## config.mk

```make
export PLATFORM = sky130hd
export DESIGN_NAME = edge_loader
export DESIGN_NICKNAME = d
export VERILOG_FILES = /design/src/rtl/edge_loader_pkg.sv /design/src/rtl/edge_index_counter.sv /design/src/rtl/edge_loader.sv
export SDC_FILE = /design/constraint.sdc
export NUM_CORES = 1
export LEC_CHECK = 0
export CAP_MARGIN = 5
export CORE_AREA = 3 3 71 100
export DETAILED_ROUTE_END_ITERATION = 16
export DIE_AREA = 0 0 74 103
export PLACE_DENSITY = 0.84
export SLEW_MARGIN = 20
export SYNTH_ARGS = -nofsm -noshare
export SYNTH_HDL_FRONTEND = slang
export SYNTH_SLANG_ARGS = --single-unit
```

## constraint.sdc

```tcl
create_clock -name clock -period 3.9 [get_ports clock]
set_input_delay 0.39 -clock clock [delete_from_list [all_inputs] [get_ports clock]]
set_output_delay 0.39 -clock clock [all_outputs]
set_load 0.005 [all_outputs]
```

## src/rtl/edge_loader_pkg.sv

```systemverilog
// -----------------------------------------------------------------------------
// edge_loader_pkg
//   Shared definitions for the edge cache writer front end.
//   - Default geometry of the loadable graph (node count, index and weight
//     widths).
//   - Loader state encoding.
//   - Address-packing helper for the {to_node, from_node} edge address. The
//     edge cache packs its addresses the same way.
// -----------------------------------------------------------------------------
package edge_loader_pkg;

    localparam int DEFAULT_MAX_NODES   = 64;
    localparam int DEFAULT_INDEX_WIDTH = 6;
    localparam int DEFAULT_VALUE_WIDTH = 32;

    typedef enum logic [0:0] {
        LOADER_IDLE = 1'b0,
        LOADER_LOAD = 1'b1
    } loader_state_t;

    // Pack two node indices of the default width into one edge address.
    // The destination node sits in the upper half and the source node in
    // the lower half, matching the edge cache's row layout.
    function automatic logic [2*DEFAULT_INDEX_WIDTH-1:0] pack_edge_address(
        input logic [DEFAULT_INDEX_WIDTH-1:0] to_node,
        input logic [DEFAULT_INDEX_WIDTH-1:0] from_node
    );
        return {to_node, from_node};
    endfunction

endpackage

```

## src/rtl/edge_index_counter.sv

```systemverilog
// -----------------------------------------------------------------------------
// edge_index_counter
//   Two-dimensional row/col index counter with a run-time limit n.
//   col is the inner index and row the outer index; both run 0..n-1.
//
// Ports
//   clock    in   system clock, rising edge
//   reset    in   asynchronous, active-high
//   clear    in   return both indices to 0 (has priority over advance)
//   advance  in   step to the next (row, col) position
//   n        in   limit, INDEX_WIDTH+1 bits, must be >= 1 while advancing
//   row      out  outer index
//   col      out  inner index
//   last     out  high while (row, col) == (n-1, n-1)
// -----------------------------------------------------------------------------
module edge_index_counter #(
    parameter int INDEX_WIDTH = 6
) (
    input  logic                   clock,
    input  logic                   reset,
    input  logic                   clear,
    input  logic                   advance,
    input  logic [INDEX_WIDTH:0]   n,
    output logic [INDEX_WIDTH-1:0] row,
    output logic [INDEX_WIDTH-1:0] col,
    output logic                   last
);

    logic [INDEX_WIDTH:0] limit;
    logic                 col_at_end;
    logic                 row_at_end;

    // Compare in INDEX_WIDTH+1 bits against n-1 so that n == 2**INDEX_WIDTH
    // needs no wider counters.
    assign limit      = n - {{INDEX_WIDTH{1'b0}}, 1'b1};
    assign col_at_end = ({1'b0, col} == limit);
    assign row_at_end = ({1'b0, row} == limit);
    assign last       = col_at_end & row_at_end;

    always_ff @(posedge clock or posedge reset) begin
        if (reset) begin
            row <= '0;
            col <= '0;
        end else if (clear) begin
            row <= '0;
            col <= '0;
        end else if (advance) begin
            if (col_at_end) begin
                col <= '0;
                // After the final position both indices return to 0 rather
                // than letting row run past n-1.
                row <= row_at_end ? '0 : row + 1'b1;
            end else begin
                col <= col + 1'b1;
            end
        end
    end

endmodule

```

## src/rtl/edge_loader.sv

```systemverilog
// -----------------------------------------------------------------------------
// edge_loader
//   Writer-side front end for the edge cache. Takes a row-major stream of
//   edge weights (from_node outer, to_node inner) and turns every accepted
//   word into a single-cycle write strobe at {to_node, from_node}.
//
// Ports
//   clock             in   system clock, rising edge
//   reset             in   asynchronous, active-high
//   start             in   one-cycle load request
//   abort             in   synchronous cancel of the current load
//   num_nodes         in   node count n, sampled on an accepted start
//   in_valid          in   stream word valid
//   in_data           in   stream word (edge weight)
//   in_ready          out  loader accepts a word this cycle
//   mem_address       out  {to_node, from_node}
//   mem_write_enable  out  write strobe to the edge cache
//   mem_write_data    out  weight to write
//   add_sel           out  loader owns the edge cache address
//   busy              out  load in progress
//   done              out  one-cycle pulse with the final write
//   error             out  one-cycle pulse after a rejected start
// -----------------------------------------------------------------------------
module edge_loader
    import edge_loader_pkg::*;
#(
    parameter int MAX_NODES   = DEFAULT_MAX_NODES,
    parameter int INDEX_WIDTH = DEFAULT_INDEX_WIDTH,
    parameter int VALUE_WIDTH = DEFAULT_VALUE_WIDTH
) (
    input  logic                     clock,
    input  logic                     reset,
    input  logic                     start,
    input  logic                     abort,
    input  logic [INDEX_WIDTH:0]     num_nodes,
    input  logic                     in_valid,
    input  logic [VALUE_WIDTH-1:0]   in_data,
    output logic                     in_ready,
    output logic [2*INDEX_WIDTH-1:0] mem_address,
    output logic                     mem_write_enable,
    output logic [VALUE_WIDTH-1:0]   mem_write_data,
    output logic                     add_sel,
    output logic                     busy,
    output logic                     done,
    output logic                     error
);

    localparam logic [INDEX_WIDTH:0] NODE_LIMIT = (INDEX_WIDTH+1)'(MAX_NODES);

    loader_state_t          state;
    loader_state_t          state_next;
    logic [INDEX_WIDTH:0]   n_latched;
    logic [INDEX_WIDTH-1:0] row;
    logic [INDEX_WIDTH-1:0] col;
    logic                   last;
    logic                   count_ok;
    logic                   accept;
    logic                   reject;
    logic                   commit;

    assign count_ok = (num_nodes != '0) && (num_nodes <= NODE_LIMIT);

    edge_index_counter #(
        .INDEX_WIDTH (INDEX_WIDTH)
    ) u_index (
        .clock   (clock),
        .reset   (reset),
        .clear   (accept),
        .advance (commit),
        .n       (n_latched),
        .row     (row),
        .col     (col),
        .last    (last)
    );

    always_comb begin
        state_next = state;
        accept     = 1'b0;
        reject     = 1'b0;
        commit     = 1'b0;
        case (state)
            LOADER_IDLE: begin
                if (start) begin
                    if (count_ok) begin
                        accept     = 1'b1;
                        state_next = LOADER_LOAD;
                    end else begin
                        reject = 1'b1;
                    end
                end
            end
            LOADER_LOAD: begin
                // abort wins over a coincident beat: that word is dropped.
                if (abort) begin
                    state_next = LOADER_IDLE;
                end else if (in_valid) begin
                    commit = 1'b1;
                    if (last) begin
                        state_next = LOADER_IDLE;
                    end
                end
            end
            default: state_next = LOADER_IDLE;
        endcase
    end

    always_ff @(posedge clock or posedge reset) begin
        if (reset) begin
            state            <= LOADER_IDLE;
            n_latched        <= '0;
            mem_write_enable <= 1'b0;
            mem_address      <= '0;
            mem_write_data   <= '0;
            done             <= 1'b0;
            error            <= 1'b0;
        end else begin
            state            <= state_next;
            mem_write_enable <= commit;
            done             <= commit & last;
            error            <= reject;
            if (accept) begin
                n_latched <= num_nodes;
            end
            // Address and data hold their last written values between strobes.
            if (commit) begin
                mem_address    <= {col, row};
                mem_write_data <= in_data;
            end
        end
    end

    assign in_ready = (state == LOADER_LOAD);
    assign busy     = (state == LOADER_LOAD);
    // Keeps the loader address selected through the final strobe, which
    // lands in the cycle busy has already dropped.
    assign add_sel  = busy | mem_write_enable;

endmodule
```

After elaboration in Yosys (flattened, before gate mapping):

Index checks and enable logic that the tools add are counted.
Widths: inputs -> output; s select.

* add/subtract/negate cells: 3
* equal/unequal tests: 2
* mux-type cells: 20
* reduce and logical (&&, ||, !) cells: 5
* order comparisons: 1
* bitwise gates (word level): 4

Operator list (count)
* $mux 6: 7
* $eq 6x7->1: 2
* $add 6x1->6 const B: 2
* $mux 1: 12
* $le 7x7->1 const B: 1
* $reduce_bool 7->1: 1
* $sub 7x1->7 const B: 1
* $reduce_bool 2->1: 2
* $and 1x1->1: 2
* $pmux 1 s2: 1
* $reduce_and 2->1: 1
* $logic_and 1x1->1: 1
* $not 1->1: 1
* $or 1x1->1: 1

* word-level logic and storage cells: 44
* register bits after elaboration: 67
* input bits: 44
* output and inout port bits: 50

Longest topological paths before layout:

* depth in word-level cells: 7
* gate-level depth with buffers: 9
* gate-level depth less buffers: 7

Modules after synthesis:

Synthesis repeated with hierarchy kept, for this count alone.

* cell total of the unflattened synthesis: 272
* area total of the unflattened synthesis: 3289.4 um^2

By module, submodules not included
* edge_loader: times used 1, cells an instance 164, seq. area each 1376.3 um^2, area an instance 2308.5 um^2
* edge_index_counter: times used 1, cells an instance 108, seq. area each 300.3 um^2, area an instance 980.9 um^2

Least setup slack after synthesis:

No wires, ideal clock.

* path type: reg-to-reg
* start: register n_latched[0]
* end: register u_index.row[2]
* required time: 3.765 ns
* clock period less this slack: 2.093 ns
* arrival: 1.958 ns
* stages on the path, launching flop included: 9
* setup slack: 1.807 ns
* buffers on the path: 1
* library setup time: 0.135 ns
* cell sequence: dfrtp_1 -> inv_1 -> ha_1 -> or3b_1 -> buf_2 -> o31ai_4 -> nand4_1 -> o211ai_4 -> o211ai_1

* word-level cells in the longest chain between the ends: 6
* elaborated cells on any way between the ends: 9
* those cells by class: 1 x add/sub; 2 x eq/ne; 4 x mux; 2 x reduce/logical

RTL lines
* start: declaration: RTL line edge_loader.sv:52 `logic [INDEX_WIDTH:0] n_latched;`
* start signal: assignment: RTL line edge_loader.sv:122 `n_latched <= num_nodes;`
* $sub 7x1->7 (*): RTL line edge_index_counter.sv:35 `assign limit = n - {{INDEX_WIDTH{1'b0}}, 1'b1};`
* $eq 6x7->1: RTL line edge_index_counter.sv:37 `assign row_at_end = ({1'b0, row} == limit);`
* $mux 6: RTL line edge_index_counter.sv:52 `row <= row_at_end ? '0 : row + 1'b1;`
* $mux 6: RTL line edge_index_counter.sv:48 `if (col_at_end) begin`
* $mux 6: RTL line edge_index_counter.sv:47 `end else if (advance) begin`
* $mux 6: RTL line edge_index_counter.sv:44 `end else if (clear) begin`
* end signal: assignment: RTL line edge_index_counter.sv:52
* end: declaration: RTL line edge_index_counter.sv:24 `output logic [INDEX_WIDTH-1:0] row,`

Mark *: on every way between the ends. The rest lies on a longest branch, timed or not. The select of a mux whose other input is x is not followed.
A chain may end at the register's enable or synchronous reset.

Final worst setup path:

* start: register n_latched[0]
* end: register u_index.row[3]

The elaborated chain is that of the path after synthesis.

==> out/summary.txt <==
All-Layer GR Usage: 0.234
post-CTS setup buffer count: 0
area delta synth->final: 37.4%
diode count: 0
Sink Count: 67
Worst Path Arrival: 2.73 ns
num rows: 34
die width: 74 microns
most frequent CP cell: o211ai_1
Main synth FF type: dfrtp_1
Crit path max-delay family: simple AND/OR/NAND/NOR gates
TNS Setup: 0 ns
Setup Skew: 0.00922 ns
total power density per cell area: 512 nW/um^2
peak supply drop: 308 uV
r2r setup slk: 1.37 ns
final clock period utilization by the worst path: 0.650
Initial DRC Count: 234
Yosys reg bits: 67
Synth cell types: 47
worst stage delay on the critical path: 0.48 ns
Cell Count, Final, Fillers Out: 519
worst skew pair latency: 0.34 ns
CTS Hold Bufs: 0
CTS tree: done
status: completed
CP Buf/Inv Count: 1
H-Tree Depth: 3
Post-synth EDFFs: 0
Clock Path Buffers: 2
CTS Buf Count: 9
RSZ-0062 raised after global routing: false
PostCTS Resize Cnt: 0
Layout fillers: 507
Post-Syn Area per Cell: 8.98 sq um
Max Cap Viol: 0
Overflow after GRT: 0
worst hold path class: primary input to asynchronous set/reset pin
Levels on crit path: 7
share of the synthesized area in the top cell type: 0.529
Ports: 94
CP Cell Sequence: inv_1 > ha_1 > or3b_1 > o31ai_4 > nand4_1 > o211ai_1 > o211ai_1
layout cells sized above 1: 0.0671
Rel. slew slack: 0.493
crit-path max FO: 12
Setup-failing EPs final: 0
Starting Density: 0.507
Final Total Pwr: 2.23 mW
Slew Viols, Final: 0
WP data required: 4.10 ns
final wirelength: 8070 microns
Post-Syn Area: 3170 sq um
global-route wire length before repair: 13,400 microns
root buffer cell: clkbuf_8
clk slew on worst S/H paths: 0.07 ns
register area share after synthesis: 0.529
TritonRoute pass-1 iters: 5
Tmin final: 2.53 ns
total die area: 7620 sq um
Synth Instances: 353
Via density: 5.34
Async S/R FF share, synth: 1.00
Fmax achieved: 395 MHz
register area: 1680 sq um
via total after detailed routing: 2,773
DRT antenna net count: 0
r2r worst-path depth: 7
Critical-path top delay cell: or3b_1
ranking of synthesized cells by area: dfrtp_1, nand2_1, xnor2_1
# DRC: 0
nets: 489
Crit Path Class: flop to flop
placed cells: 503
Leak: 2.04 nW
Synth Net Count: 400
GPL Wtd Cong: 0.881
Yosys top cell by area: dfrtp_1
total area of multi-input combinational cells: 1380 sq um
startpoint types: flop
Worst setup EP type: flop
Core Area: 6250 sq um
Worst Tran Pin Value: 0.760 ns
WL per Instance: 15.6 microns
Die H: 103 microns
vias in the first global route: 2,803
Fin. Hold Viols: 0
Post-DP HPWL: 5840 microns
final worst hold slack: 0.408 ns
initial antenna violation count: 0
number of buffers added on ports: 93
yosys synthesis warning count: 0
largest net degree at the start of global routing: 57
## registers in the layout, indices dropped and copies added (netlist names), 6 cells and up
register / flops
mem_write_data: 32
u_index.row: 6
mem_address: 12
u_index.col: 6
n_latched: 7
## cells by family after synthesis
kind of cell	count (synthesis)	synth area share
and+or+nand+nor	202	0.271
DFF	67	0.529
AOI/OAI and AO/OA	38	0.0924
buffers and inverters	25	0.0363
xor gates and xnor gates	17	0.0561
adders and majority gates	3	0.0118
muxes	1	0.00316
## routing by layer
| metal | GRT usage | share of wire | vias up |
|---|---|---|---|
| met4 | 0.0879 | 0.0066 | 0 |
| met3 | 0.0585 | 0.056 | 4 |
| met1 | 0.273 | 0.39 | 1352 |
| met2 | 0.411 | 0.54 | 80 |
| li1 | - | - | 1337 |
| met5 | 0 | 0 | - |
## final timing paths
path	startpoint	end
setup / recovery	n_latched[0]$_DFFE_PP0N_	u_index.row[3]$_DFFE_PP0P_
min in group clock	mem_write_data[21]$_DFFE_PP0P_	mem_write_data[21]$_DFFE_PP0P_
max in group asynchronous	reset	u_index.col[3]$_DFFE_PP0P_
setup reg to reg	n_latched[0]$_DFFE_PP0N_	u_index.row[3]$_DFFE_PP0P_
hold / removal	reset	mem_write_data[4]$_DFFE_PP0P_
hold reg to reg	mem_write_data[21]$_DFFE_PP0P_	mem_write_data[21]$_DFFE_PP0P_
## power breakdown
part / internal (mW) / switching [mW] / total, mW / leakage (nW)
registers: 0.831 / 0.110 / 0.941 / 0.857
clock network: 0.394 / 0.259 / 0.653 / 0.113
logic: 0.363 / 0.273 / 0.636 / 1.07
## cell usage after synthesis (3+ instances only)
cell type and number:
o21ai_0 6, dfrtp_1 67, inv_1 7, nor3_1 8, xnor2_1 10, o2111ai_1 4, nand4_1 3, xor2_1 5
o211ai_1 8, nand2_1 155, nand3_1 11, nor2b_1 3, a21oi_1 4, clkbuf_1 12, ha_1 3, nor2_1 8
## through the flow
stage                      util  setup slack (ns)  area [sq um]
after global placement    0.660              1.32          4130
after CTS                 0.696              1.41          4350
after detailed placement  0.660              1.15          4130
final                     0.696              1.37          4350
after floorplan               -              1.81          3170
after global routing      0.696              1.13          4350
## area by class of cell
type	count	share of cell area
Inverter	7	0.00603
Timing Repair Buffer	96	0.219
Sequential cell	67	0.385
Tap cell	72	0.0207
Multi-Input combinational cell	261	0.317
Clock inverter	4	0.0167
Clock buffer	12	0.0356
## cell usage in the layout (no fill, tap or decap), types with 4 or more instances in the layout
cell	instances
nand2_1	154
clkdlybuf4s50_1	93
dfrtp_1	67
nand3_1	11
clkbuf_8	11
xnor2_1	10
nor2_1	8
nor3_1	8
o211ai_1	8
inv_1	6
o21ai_0	6
xor2_1	5
a21oi_1	4
o2111ai_1	4
Note: power is estimated with default switching activity, not from simulation.
